[src/rtl/gate_sweep_ctrl.sv]
// Purpose : walks a 2-input gate datapath through all four input vectors and
//           compares each sampled output byte against the known-good truth table.
// Latency : start accepted at edge k -> done pulse in the cycle after edge k+4*(SETTLE+1).
// Backpressure: none; start is ignored while busy or in DONE, abort cancels a sweep.
//
// Ports:
//   clk, rst            clock, asynchronous active-high reset
//   start, abort        sweep request (IDLE only), sweep cancel (busy only)
//   gate_a, gate_b      registered vector driven into the gate datapath
//   gate_o[7:0]         gate outputs, bit0=AND ... bit7=NOT b
//   busy, done          sweep in progress, one-cycle completion pulse
//   results_valid, pass result qualifier and zero-mismatch flag
//   fail_mask, err_count, table_out   accumulated sweep results
module gate_sweep_ctrl #(
    parameter int unsigned SETTLE = 2
) (
    input  logic        clk,
    input  logic        rst,
    input  logic        start,
    input  logic        abort,
    output logic        gate_a,
    output logic        gate_b,
    input  logic [7:0]  gate_o,
    output logic        busy,
    output logic        done,
    output logic        results_valid,
    output logic        pass,
    output logic [7:0]  fail_mask,
    output logic [2:0]  err_count,
    output logic [31:0] table_out
);

    typedef enum logic [1:0] {
        S_IDLE   = 2'd0,
        S_SETTLE = 2'd1,
        S_SAMPLE = 2'd2,
        S_DONE   = 2'd3
    } state_t;

    // With SETTLE=0 the settle phase is skipped and each vector is sampled
    // in the cycle right after it is applied.
    localparam state_t     LP_FIRST  = (SETTLE == 0) ? S_SAMPLE : S_SETTLE;
    localparam logic [3:0] LP_RELOAD = (SETTLE > 0) ? 4'(SETTLE - 1) : 4'd0;

    function automatic logic [7:0] golden(input logic [1:0] v);
        logic [7:0] g;
        case (v)
            2'd0:    g = 8'hEC;
            2'd1:    g = 8'h56;
            2'd2:    g = 8'h96;
            default: g = 8'h23;
        endcase
        return g;
    endfunction

    state_t      r_state, w_state;
    logic [1:0]  r_v, w_v;
    logic [3:0]  r_cnt, w_cnt;
    logic        r_gate_a, w_gate_a;
    logic        r_gate_b, w_gate_b;
    logic        r_busy, w_busy;
    logic        r_done, w_done;
    logic        r_rv, w_rv;
    logic        r_pass, w_pass;
    logic [7:0]  r_fail, w_fail;
    logic [2:0]  r_err, w_err;
    logic [31:0] r_table, w_table;
    logic [7:0]  w_diff;
    logic [2:0]  w_err_inc;

    always_ff @(posedge clk or posedge rst) begin
        if (rst) begin
            r_state  <= S_IDLE;
            r_v      <= 2'd0;
            r_cnt    <= 4'd0;
            r_gate_a <= 1'b0;
            r_gate_b <= 1'b0;
            r_busy   <= 1'b0;
            r_done   <= 1'b0;
            r_rv     <= 1'b0;
            r_pass   <= 1'b0;
            r_fail   <= 8'd0;
            r_err    <= 3'd0;
            r_table  <= 32'd0;
        end else begin
            r_state  <= w_state;
            r_v      <= w_v;
            r_cnt    <= w_cnt;
            r_gate_a <= w_gate_a;
            r_gate_b <= w_gate_b;
            r_busy   <= w_busy;
            r_done   <= w_done;
            r_rv     <= w_rv;
            r_pass   <= w_pass;
            r_fail   <= w_fail;
            r_err    <= w_err;
            r_table  <= w_table;
        end
    end

    always_comb begin
        w_state   = r_state;
        w_v       = r_v;
        w_cnt     = r_cnt;
        w_done    = 1'b0;
        w_rv      = r_rv;
        w_pass    = r_pass;
        w_fail    = r_fail;
        w_err     = r_err;
        w_table   = r_table;
        w_diff    = gate_o ^ golden(r_v);
        w_err_inc = r_err + {2'b00, |w_diff};

        case (r_state)
            S_IDLE: begin
                if (start) begin
                    w_state = LP_FIRST;
                    w_v     = 2'd0;
                    w_cnt   = LP_RELOAD;
                    w_table = 32'd0;
                    w_fail  = 8'd0;
                    w_err   = 3'd0;
                    w_pass  = 1'b0;
                    w_rv    = 1'b0;
                end
            end
            S_SETTLE: begin
                if (abort) begin
                    w_state = S_IDLE;
                end else if (r_cnt == 4'd0) begin
                    w_state = S_SAMPLE;
                end else begin
                    w_cnt = r_cnt - 4'd1;
                end
            end
            S_SAMPLE: begin
                // abort takes priority: the vector in flight leaves no trace
                if (abort) begin
                    w_state = S_IDLE;
                end else begin
                    w_table[{r_v, 3'b000} +: 8] = gate_o;
                    w_fail = r_fail | w_diff;
                    w_err  = w_err_inc;
                    if (r_v == 2'd3) begin
                        w_state = S_DONE;
                        w_done  = 1'b1;
                        w_rv    = 1'b1;
                        w_pass  = (w_err_inc == 3'd0);
                    end else begin
                        w_v     = r_v + 2'd1;
                        w_cnt   = LP_RELOAD;
                        w_state = LP_FIRST;
                    end
                end
            end
            default: begin
                w_state = S_IDLE;
            end
        endcase

        // Gate inputs and busy follow the next state so the vector changes on
        // the same edge as v and is held for the whole dwell.
        w_busy   = (w_state == S_SETTLE) || (w_state == S_SAMPLE);
        w_gate_a = w_busy & w_v[1];
        w_gate_b = w_busy & w_v[0];
    end

    assign gate_a        = r_gate_a;
    assign gate_b        = r_gate_b;
    assign busy          = r_busy;
    assign done          = r_done;
    assign results_valid = r_rv;
    assign pass          = r_pass;
    assign fail_mask     = r_fail;
    assign err_count     = r_err;
    assign table_out     = r_table;

endmodule

[config.mk]
export PLATFORM = sky130hd
export DESIGN_NAME = gate_sweep_ctrl
export DESIGN_NICKNAME = d
export VERILOG_FILES = /design/src/rtl/gate_sweep_ctrl.sv
export SDC_FILE = /design/constraint.sdc
export NUM_CORES = 1
export LEC_CHECK = 0
export ABC_AREA = 1
export BUFFER_PORTS_ARGS = -buffer_cell sky130_fd_sc_hd__buf_2
export CORE_ASPECT_RATIO = 0.6
export CORE_UTILIZATION = 54
export CTS_BUF_LIST = sky130_fd_sc_hd__clkbuf_8 sky130_fd_sc_hd__clkbuf_16
export DETAILED_ROUTE_END_ITERATION = 12
export GPL_TIMING_DRIVEN = 0
export PLACE_DENSITY = 0.86
export SLEW_MARGIN = 20
export SYNTH_ARGS = -nofsm -noshare
export SYNTH_HDL_FRONTEND = slang
export SYNTH_SLANG_ARGS = --single-unit
[constraint.sdc]
create_clock -name clk -period 3.2 [get_ports clk]
set_clock_uncertainty 0.2 [all_clocks]
set_input_delay 0.16 -clock clk [delete_from_list [all_inputs] [get_ports clk]]
set_output_delay 0.16 -clock clk [all_outputs]
set_load 0.05 [all_outputs]
Yosys cells after proc, flatten, opt, wreduce, memory -nomap -nowiden:

Index checks and enable logic that the tools add are counted.
W data, S select, Z words.

* output and inout port bits: 49
* flip-flop bits (word level): 57
* word-level logic and storage cells: 83

* shift operators: 2
* bitwise gates (word level): 4
* reduce and logical (&&, ||, !) cells: 11
* eq/ne operators: 13
* mux-type cells: 37
* add/subtract/negate cells: 4

Operators by type and width (number)
* $mux W32: 2
* $pmux W32 S2: 1
* $bwmux W32: 1
* $shift A8 B7 Y32 const A: 1
* $shiftx A8 B7 Y32: 1
* $pmux W8 S3: 1
* $mux W4: 5
* $mux W2: 8
* $mux W8: 2
* $pmux W8 S2: 1
* $ne A2 B2 Y1 const B: 6
* $pmux W4 S3: 1
* $eq A2 B2 Y1 const B: 4
* $mux W1: 8
* $or A8 B8 Y8: 1
* $reduce_or A8 Y1: 1
* $xor A8 B8 Y8: 1
* $neg A5 Y7: 1
* $eq A2 B1 Y1 const B: 3
* $mux W3: 2
* $pmux W2 S3: 1
* $pmux W3 S2: 1
* $reduce_and A6 Y1: 1
* $logic_not A2 Y1: 2
* 13 further kinds: 15

Logic depth before layout (Yosys ltp):

Gate-level depths: netlist of the first run.

* depth after elaboration: 9
* depth in mapped cells: 15
* gate-level depth less buffers: 14

Least setup slack after synthesis of the first run:

No wires, ideal clock.

* kind: register to register
* start: register r_v[0]
* end: register r_err[2] (netlist: err_count[2])
* stages on the path, launching flop included: 16
* data arrival time: 2.505 ns
* clock period less this slack: 2.823 ns
* setup slack: 0.377 ns
* library setup time: 0.118 ns
* path through: dfrtp_1 > buf_2 > clkinv_1 > ha_1 > clkbuf_1 > inv_1 > nand2_1 > nand2_1 > nor3_1 > nand3_1 > ha_1 > ha_1 > xnor2_1 > nor2_1 > nand2_1 > nand2_1

* cells in the longest elaborated chain, start to end: 7

Ends and longest elaborated chain
* start, declared: line 57 `logic [1:0] r_v, w_v;`
* start signal, assigned: line 87 `r_v <= w_v;`
* $eq A2 B2 Y1 (tied with other cells): line 47 `case (v)`
* $pmux W8 S3 *: line 47
* $xor A8 B8 Y8 *: line 111 `w_diff = gate_o ^ golden(r_v);`
* $reduce_or A8 Y1 *: line 112 `w_err_inc = r_err + {2'b00, |w_diff};`
* $add A3 B1 Y3 *: line 112
* $mux W3 *: line 138 `if (abort) begin`
* $pmux W3 S2 *: line 114 `case (r_state)`
* end signal, assigned: line 96 `r_err <= w_err;`
* end, declared: line 66 `logic [2:0] r_err, w_err;`

Every way passes the cells marked *; elsewhere a longest branch is shown, timed or not. The select of a mux whose other input is x is not followed.
A chain may end at the register's enable or synchronous reset.

Worst setup path after layout of the first run:

Same ends and word-level chain as after synthesis.

==> impl_results.md, run 1 <==
* Number of flops mapped to enable cells by yosys at 0
* Clk_lat worst skew at around 330 ps
* Nets at about 460
* Synthesized cell area at between 2000 and 3000 um2
* Die Ht at between 50 and 60 um
* Root buffer selected by CTS: clkbuf_8
* Synth Area per Inst at about 8.2 um2
* Most frequent cells after synthesis: nand2_1 (117), dfrtp_1 (57), inv_1 (36)
* CTS Buf Count at 9
* Total number of vias at 2523
* Fin crit period at between 3000 and 4000 ps
* CP Launch Type: register
* Die width at between 90 and 100 um
* Share of cells above drive strength 1 at a little over a fifth
* Run status: completed
* Tot Pwr at about 2.3 mW
* GRT Total Usage at a little over a quarter
* Setup TNS at 0 ps
* Setup crit start: r_v[0]$_DFF_PP0_
* Worst Path Required at 3230 ps
* Arrival @ worst endpoint at roughly 3000 ps
* Final slew viol count at 0
* Max-slew headroom at 54.4%
* Most common cell in the synthesized netlist: nand2_1
* N_diodes at 0
* Vias in the first global route at around 2300
* FFs w/ async S/R, synth at between 90% and 100%
* First-pass GRT wire length at approximately 11000 um
* Area share of the leading cell type in the synthesized netlist at 50.1%
* Drt initial violations at between 150 and 200
* Reg2reg start: r_v[0]$_DFF_PP0_
* Worst hold start: abort
* Post-synthesis cell count at approximately 350
* Synth area leaders: dfrtp_1 (50%), nand2_1 (15%), ha_1 (6.6%)
* First drt pass iteration count at 6
* # IOs at ~60
* Max-Cap Viols at 0
* Layout Area Growth over Synthesis at 23.7%
* DRC violations left at 0
* Total wire length at around 6700 um
* H-tree depth at 3
* Pwr/cell area at between 600 and 700 nW/um2
* Clock buffer depth at 2
* Initial antenna violation count at 0
* LEAKAGE at about 2 nW
* Worst-path clk slew at 60 ps
* FMAX at around 0.33 GHz
* Routed vias/inst at 5.07
* Synth Warn # at 0
* Critical path type: register to register
* DP Cell Count at between 400 and 500
* CTS tree: built
* Hold WS at between 15 and 20 ps
* Class of the worst hold path: primary input to register
* Largest net degree at the start of global routing at slightly below 60
* Final hold vios at 0
* Sequential fraction of the synthesis area at 50.1%
* Flops & latches, synth at 57
* Peak VDD IR at slightly below 0.0004 V
* Crit Path Max Fanout at 10
* Most used flip-flop cell after synthesis: dfrtp_1
* Clock sink count at 57
* GPL Wtd Cong at around 0.94
* Grt ovf at 0
* HPWL after DPL at between 4000 and 5000 um
* Post-synth cell types at 25
* Critical Path End Type: register
* Syn Nets at around 380
* Core Region at between 5000 and 6000 um2
* Worst slew pin tran at around 680 ps
* Fin util at ~70%
* Final worst-path cycle share at 95.3%
* Rows at 20
* Starting Density at a little under three fifths
* IO Port Bufs at 60
* Setup violators final at 0
* Die area at 5580 um2
* RSZ-0062 raised after global routing: false
* ANT nets after route at 0
* Wire per inst at 13.4 um
* Final cell count without fillers at around 500
* Yosys top cell by area: dfrtp_1
-- path summary, 6_finish.rpt --
path / slack (ps) / depth (start not counted) / end
worst max-delay path: 150 / 13 / err_count[2]$_DFFE_PP0P_
worst min-delay path: 20 / 4 / r_v[0]$_DFF_PP0_
worst max register to register: 150 / 13 / err_count[2]$_DFFE_PP0P_
worst min register to register: 270 / 2 / table_out[8]$_DFFE_PP0P_
max in group asynchronous: 2060 / 3 / fail_mask[7]$_DFFE_PP0P_
min in group asynchronous: 280 / 3 / table_out[23]$_DFFE_PP0P_
-- layer usage --
layer	up-vias	wire length (um)	GRT usage (%)
li1	1268	-	-
met4	0	103	8.53
met2	97	2720	36.5
met3	10	563	9.71
met1	1148	3300	40.2
met5	-	0	0
-- power breakdown --
part	internal [mW]	leakage, nW	switching (mW)	total (mW)
clock network	0.392	0.106	0.269	0.661
logic	0.202	1.12	0.552	0.754
registers	0.805	0.780	0.0654	0.870
total	1.40	2.01	0.887	2.29
-- placed cells by master (no fill, tap or decap), drive strengths merged, types with 2 or more instances in the layout --
cell type and n:
nor2 36, a21oi 11, dlygate4sd3 8, clkbuf 11, nand2 120, o21ai 29
inv 39, nand3 15, xnor2 3, xor2 2, clkinv 2, nand4 9
nor3 4, ha 15, dfrtp 57, buf 67
-- per-stage QoR --
step | area (um2) | worst slack, ps
2_1_floorplan | 2850 | 377
3_3_place_gp | 3230 | 18.1
3_5_place_dp | 3230 | -36.3
4_1_cts | 3510 | 8.91
5_1_grt | 3520 | 22.7
6_report | 3520 | 150
-- registers in the layout, indices dropped and copies added (netlist names) --
signal,cells
r_v,2
pass,1
table_out,32
gate_a,1
r_cnt,4
busy,1
done,1
results_valid,1
gate_b,1
fail_mask,8
r_state,2
err_count,3
-- worst max-delay path, cell delays in order (launching register included) --
cell	delay [ps]
dfrtp_1	410
buf_2	280
clkinvlp_4	170
ha_1	290
inv_1	180
ha_1	300
nor3_1	210
nand3_1	150
ha_1	210
ha_1	190
xnor2_1	200
nor2_1	60
nand2_1	60
nand2_1	40
-- cell families after synthesis --
logic type	after synthesis	share of synthesized area, %
fa+ha+maj	15	6.59
xor+xnor	5	1.54
simple gates	185	27.5
compound gates	41	7.55
flops	57	50.1
buf+inv	45	6.76
-- final cells by class --
class / instances / area (um2)
Inverter: 39 / 153
Timing Repair Buffer: 70 / 395
Buffer: 5 / 42.5
Fill cell: 431 / 1560
Clock buffer: 11 / 151
Sequential cell: 57 / 1430
Tap cell: 66 / 82.6
Multi-Input combinational cell: 246 / 1230
Clock inverter: 4 / 43.8
-- timing repair --
item                                    in CTS  in global routing
cloned                                       0                  0
gates resized for setup                      0                  1
hold buffers                                 8                  0
endpoints found under the setup margin       2                  3
endpoints found under the hold margin       68                  0
buffers inserted                             0                  2
Note: power is estimated with default switching activity, not from simulation.
==> run 2, diff against run 1 <==
--- a/config.mk
+++ b/config.mk
@@ -8,11 +8,13 @@
 export ABC_AREA = 1
 export BUFFER_PORTS_ARGS = -buffer_cell sky130_fd_sc_hd__buf_2
 export CORE_ASPECT_RATIO = 0.6
+export CORE_MARGIN = 8
 export CORE_UTILIZATION = 54
 export CTS_BUF_LIST = sky130_fd_sc_hd__clkbuf_8 sky130_fd_sc_hd__clkbuf_16
 export DETAILED_ROUTE_END_ITERATION = 12
 export GPL_TIMING_DRIVEN = 0
-export PLACE_DENSITY = 0.86
+export PLACE_DENSITY = 0.87
+export REMOVE_ABC_BUFFERS = 1
 export SLEW_MARGIN = 20
 export SYNTH_ARGS = -nofsm -noshare
 export SYNTH_HDL_FRONTEND = slang
==> run 2 against run 1 <==
  * Flip-flop and latch count unchanged
  * Routed wire length increased by 4.0%
  * Count of clock-buffer cells in the layout decreased by 2
==> impl_results.md, run 2 (same netlist as run 1, synthesis figures left out) <==
* Crit Path Max Fanout at 14
* Class of the worst hold path: primary input to register
* Worst slew pin tran at around 680 ps
* ANT nets after route at 0
* Critical Path End Type: register
* Switching Share at around two fifths
* Worst-path clk slew at about 60 ps
* Initial antenna violation count at 0
* Clk pwr share at between 20 and 30%
* Arrival @ worst endpoint at roughly 3000 ps
* Rows at 20
* GRT Total Usage at around 18%
* Starting Density at a little under three fifths
* Fill count at 431
* GPL Wtd Cong at ~0.93
* Run status: completed
* Post-CTS setup buffer count at 0
* Logic gate share of total power at 33.5%
* Share of cells above drive strength 1 at between 20% and 30%
* H-tree depth at 3
* CP Launch Type: register
* Max-slew headroom at between 50 and 60%
* Part of the power in registers at between 40% and 50%
* Critical path type: register to register
* LEAKAGE at ~2.0 nW
* First drt pass iteration count at 5
* Peak VDD IR at about 0.00072 V
* Drt initial violations at 212
* Sequential Area at between 1000 and 1500 um2
* HPWL after DPL at 5130 um
* Int Pwr at approximately 1.2 mW
* Routed vias/inst at between 5 and 6
* Layout Area Growth over Synthesis at 20.2%
* Clock sink count at 57
* First-pass GRT wire length at about 11000 um
* DP Cell Count at about 470
* Final slew viol count at 0
* Worst Path Required at 3230 ps
* Hold WS at about 33 ps
* Nets at 448
* Area of the multi-input gates at between 1000 and 1500 um2
* CTS Buf Count at 9
* Total number of vias at 2520
* Largest net degree at the start of global routing at 58
* Pwr/cell area at roughly 620 nW/um2
* Largest register FFs at 32
* Clock buffer depth at 2
* Root buffer selected by CTS: clkbuf_8
* Core Region at between 5000 and 6000 um2
* Clk_lat worst skew at roughly 330 ps
* # IOs at 61
* Worst Slack Setup Final at around 220 ps
* Die area at about 8000 um2
* Psw at 0.887 mW
* DP Worst Slack at -50.2 ps
* Wire per inst at about 14 um
* Setup TNS at 0 ps
* Max-Cap Viols at 0
* DRC violations left at 0
* RSZ-0062 raised after global routing: false
* Final cell count without fillers at 492
* Most frequent cells in the layout: nand2_1 (117), buf_2 (60), dfrtp_1 (56)
* Fin crit period at approximately 3000 ps
* Total wire length at slightly below 7000 um
* Tot Pwr at 2.13 mW
* Setup violators final at 0
* Final worst-path cycle share at between 90% and 100%
* Die width at ~110 um
* Final hold vios at 0
* FMAX at 0.336 GHz
* Grt ovf at 0
* IO Port Bufs at 60
* Vias in the first global route at around 2300
* N_diodes at 0
* CTS tree: built
* Die Ht at 72.3 um
* Most common cell after layout, fill and taps aside: nand2_1
[run 2: changes by cell type in the layout (fill, tap and decap cells not counted), sizes merged]
cell,delta
inv,+2
clkinvlp,-1
buf,-7
clkinv,+3
bufinv,-1
clkbuf,-2
[run 2: worst paths after layout]
kind | from | endpoint | slack [ps] | cells after the start
worst max-delay path | r_v[0]$_DFF_PP0_ | err_count[2]$_DFFE_PP0P_ | 220 | 13
worst min-delay path | start | r_v[1]$_DFF_PP0_ | 30 | 4
worst max register to register | r_v[0]$_DFF_PP0_ | err_count[2]$_DFFE_PP0P_ | 220 | 13
worst min register to register | results_valid$_DFFE_PP0P_ | results_valid$_DFFE_PP0P_ | 270 | 2
max in group asynchronous | rst | r_v[0]$_DFF_PP0_ | 2040 | 3
min in group asynchronous | rst | table_out[23]$_DFFE_PP0P_ | 280 | 3
[run 2: per-stage QoR]
| stage | instance area, um2 | util (%) |
|---|---|---|
| after floorplan | 2800 | - |
| after global placement | 3190 | 62.7 |
| final | 3430 | 67.4 |
| after global routing | 3430 | 67.4 |
| after CTS | 3420 | 67.4 |
| after detailed placement | 3190 | 62.8 |
[run 2: power by group through the flow]
stage          clock network (mW)  registers [mW]  logic (mW)
2_1_floorplan                   0            1.06       0.355
3_3_place_gp                    0           0.886       0.684
3_5_place_dp                    0           0.887       0.704
4_1_cts                     0.554           0.877       0.713
5_1_grt                     0.588           0.889       0.784
6_report                    0.537           0.881       0.713
[run 2: area by class of cell]
class	count	share of cell area, %
sequential	57	41.7
multi-input combinational	246	35.9
timing repair buffer	68	11.1
inverter	39	4.38
clock buffer	9	3.62
tap	66	2.41
clock inverter	7	0.913
[run 2: critical path: stages (launching register included)]
cell      delay [ps]
dfrtp_2          540
clkinv_2         220
ha_1             530
inv_1            100
nand2_1           70
nand2_1          100
nor3_1           200
nand3_1          120
ha_1             200
ha_1             190
xnor2_1          200
nor2_1            70
nand2_1           70
nand2_1           60
[run 2: metal layers]
metal	share of wire [%]	up-vias	track usage, %
met4	1.3	0	6.99
met3	13	12	7.43
met2	38	124	23.0
met5	0	-	0
li1	-	1250	-
met1	48	1134	27.0
[run 2: what timing repair did]
item                       4_1_cts  5_1_grt
hold endpoints to repair        69        0
hold buffers                     8        0
gates resized for setup          1        1
setup endpoints to repair        2        3
==> run 3, diff against run 2 <==
--- a/config.mk
+++ b/config.mk
@@ -9,11 +9,11 @@
 export BUFFER_PORTS_ARGS = -buffer_cell sky130_fd_sc_hd__buf_2
 export CORE_ASPECT_RATIO = 0.6
 export CORE_MARGIN = 8
-export CORE_UTILIZATION = 54
-export CTS_BUF_LIST = sky130_fd_sc_hd__clkbuf_8 sky130_fd_sc_hd__clkbuf_16
+export CORE_UTILIZATION = 55
+export CTS_BUF_LIST = sky130_fd_sc_hd__clkbuf_4
 export DETAILED_ROUTE_END_ITERATION = 12
 export GPL_TIMING_DRIVEN = 0
-export PLACE_DENSITY = 0.87
+export PLACE_DENSITY = 0.88
 export REMOVE_ABC_BUFFERS = 1
 export SLEW_MARGIN = 20
 export SYNTH_ARGS = -nofsm -noshare
==> run 3 against run 2 <==
  * Sequential power about the same
  * Combinational power is 3% higher
  * Register-to-register slack worse by 20 ps
  * Design area up 0.55%
  * Global-route usage rose by 0.51 points
  * Fmax shrank 0.78%
  * Via count is 0.28% lower
  * Non-clock buffer count up 4
  * First-iteration DRC count rose by 22%
  * Highest routed layer unchanged
==> impl_results.md, run 3 (same netlist as run 1, synthesis figures left out) <==
* Core Region at ~5000 um2
* Met2 wire len at roughly 2800 um
* Most common cell after layout, fill and taps aside: nand2_1
* Final hold vios at 0
* Placed Area at ~3200 um2
* Class of the worst hold path: primary input to asynchronous set/reset pin
* HPWL after DPL at between 5000 and 6000 um
* CTS tree: built
* R2R cell count at 12
* Wire length on met1 at about 3300 um
* Share of cells above drive strength 1 at 20.9%
* Logic gate share of total power at approximately a third
* Peak VDD IR at a little over 0.0007 V
* Initial antenna violation count at 0
* GRT Total Usage at 18.9%
* First-pass GRT wire length at roughly 11000 um
* CP Launch Type: register
* Critical path type: register to register
* Largest net degree at the start of global routing at 58
* H-tree depth at 3
* Highest metal layer with signal wires: met4
* Critical Path End Type: register
* Final slew viol count at 0
* Vias in the first global route at ~2400
* Fin util at between 60% and 70%
* Psw at 0.889 mW
* FMAX at approximately 0.33 GHz
* Wire per inst at between 10 and 15 um
* Root buffer selected by CTS: clkbuf_4
* Clock sink count at 57
* Layout Area Growth over Synthesis at 20.9%
* Part of the power in registers at about two fifths
* GPL Wtd Cong at 0.952
* Arrival @ worst endpoint at 3100 ps
* # IOs at 61
* Worst slew pin tran at about 680 ps
* Starting Density at 56.6%
* Fin crit period at roughly 3000 ps
* Most frequent cells in the layout: nand2_1 (117), buf_2 (60), dfrtp_1 (56)
* Crit Path Max Fanout at 14
* Largest register FFs at 32
* Clk pwr share at around a quarter
* Clock buffer depth at 2
* Rows at 20
* Setup TNS at 0 ps
* Run status: completed
* Pwr/cell area at roughly 620 nW/um2
* Worst-path clk slew at approximately 90 ps
* Worst Path Required at 3300 ps
* Post-route cell area at between 3000 and 4000 um2
* RSZ-0062 raised after global routing: false
* ANT nets after route at 0
* Total wire length at 7100 um
* N_diodes at 0
* Nets at 452
* Final worst-path cycle share at 93.7%
* Post-CTS setup buffer count at 0
* Hold WS at around 200 ps
* Int Pwr at between 1 and 1.5 mW
* Clk_lat worst skew at 410 ps
* Total number of vias at 2513
* LEAKAGE at approximately 2.0 nW
* R2R setup slack at ~200 ps
* Grt ovf at 0
* Max-slew headroom at 54.7%
* Max-Cap Viols at 0
* Routed vias/inst at slightly above 5
* IO Port Bufs at 60
* Setup violators final at 0
* CTS Buf Count at 9
* First drt pass iteration count at 5
* Die area at just under 8000 um2
* Switching Share at 41.8%
* Routed wl met3 at ~870 um
* Drt initial violations at ~260
* Die Ht at ~72 um
* DRC violations left at 0
* Fill count at approximately 410
* Die width at ~110 um
[run 3: cell types whose count changed in the layout (fill, tap and decap cells not counted), sizes merged]
cell	delta
dlygate4sd3	+4
clkbuf	+3
inv	-3
bufinv	+1
clkinv	-1
[run 3: cell type report]
cell class / instances / area, um2 / share of cell area (%)
Clock buffer: 12 / 90.1 / 2.62
Clock inverter: 4 / 43.8 / 1.27
Inverter: 39 / 150 / 4.36
Multi-Input combinational cell: 246 / 1230 / 35.7
Sequential cell: 57 / 1430 / 41.4
Tap cell: 66 / 82.6 / 2.40
Timing Repair Buffer: 72 / 420 / 12.2
[run 3: routing by layer]
metal | GRT usage, % | up-vias
met5 | 0 | -
met4 | 8.14 | 0
met1 | 25.8 | 1115
li1 | - | 1264
met2 | 25.3 | 122
met3 | 7.79 | 12
[run 3: critical path: stages (launching register included)]
cell and delay (ps):
dfrtp_2 540, clkinv_2 220, ha_1 330, inv_1 190
ha_1 300, nor3_1 230, nand3_1 130, ha_1 200
ha_1 190, xnor2_1 200, nor2_1 60, nand2_1 60
nand2_1 50
[run 3: per-stage QoR]
| step | instances | power, mW | worst slack [ps] |
|---|---|---|---|
| global route | 496 | 2.25 | 17.0 |
| detailed placement | 468 | 1.59 | -49.8 |
| floorplan | 342 | 1.41 | 376 |
| finish | 496 | 2.13 | 201 |
| CTS | 496 | 2.12 | 52.2 |
| global placement | 468 | 1.57 | -11.8 |
[run 3: power by group through the flow]
stage,logic (mW),registers (mW),clock network [mW]
floorplan,0.355,1.06,0
global placement,0.684,0.884,0
detailed placement,0.700,0.887,0
CTS,0.716,0.874,0.530
global route,0.800,0.888,0.558
finish,0.732,0.878,0.519
[run 3: path summary, 6_finish.rpt]
check / from / end
worst min-delay path: rst / table_out[19]$_DFFE_PP0P_
min in group clk: results_valid$_DFFE_PP0P_ / results_valid$_DFFE_PP0P_
worst max-delay path: r_v[0]$_DFF_PP0_ / err_count[2]$_DFFE_PP0P_
worst min register to register: results_valid$_DFFE_PP0P_ / results_valid$_DFFE_PP0P_
max in group asynchronous: rst / r_v[0]$_DFF_PP0_
worst max register to register: r_v[0]$_DFF_PP0_ / err_count[2]$_DFFE_PP0P_
[run 3: repair_timing]
item / in CTS / in global routing
gates cloned: 0 / 0
hold buffers: 12 / 0
setup endpoints to repair: 2 / 3
hold endpoints to repair: 89 / 0
resized for setup: 1 / 1
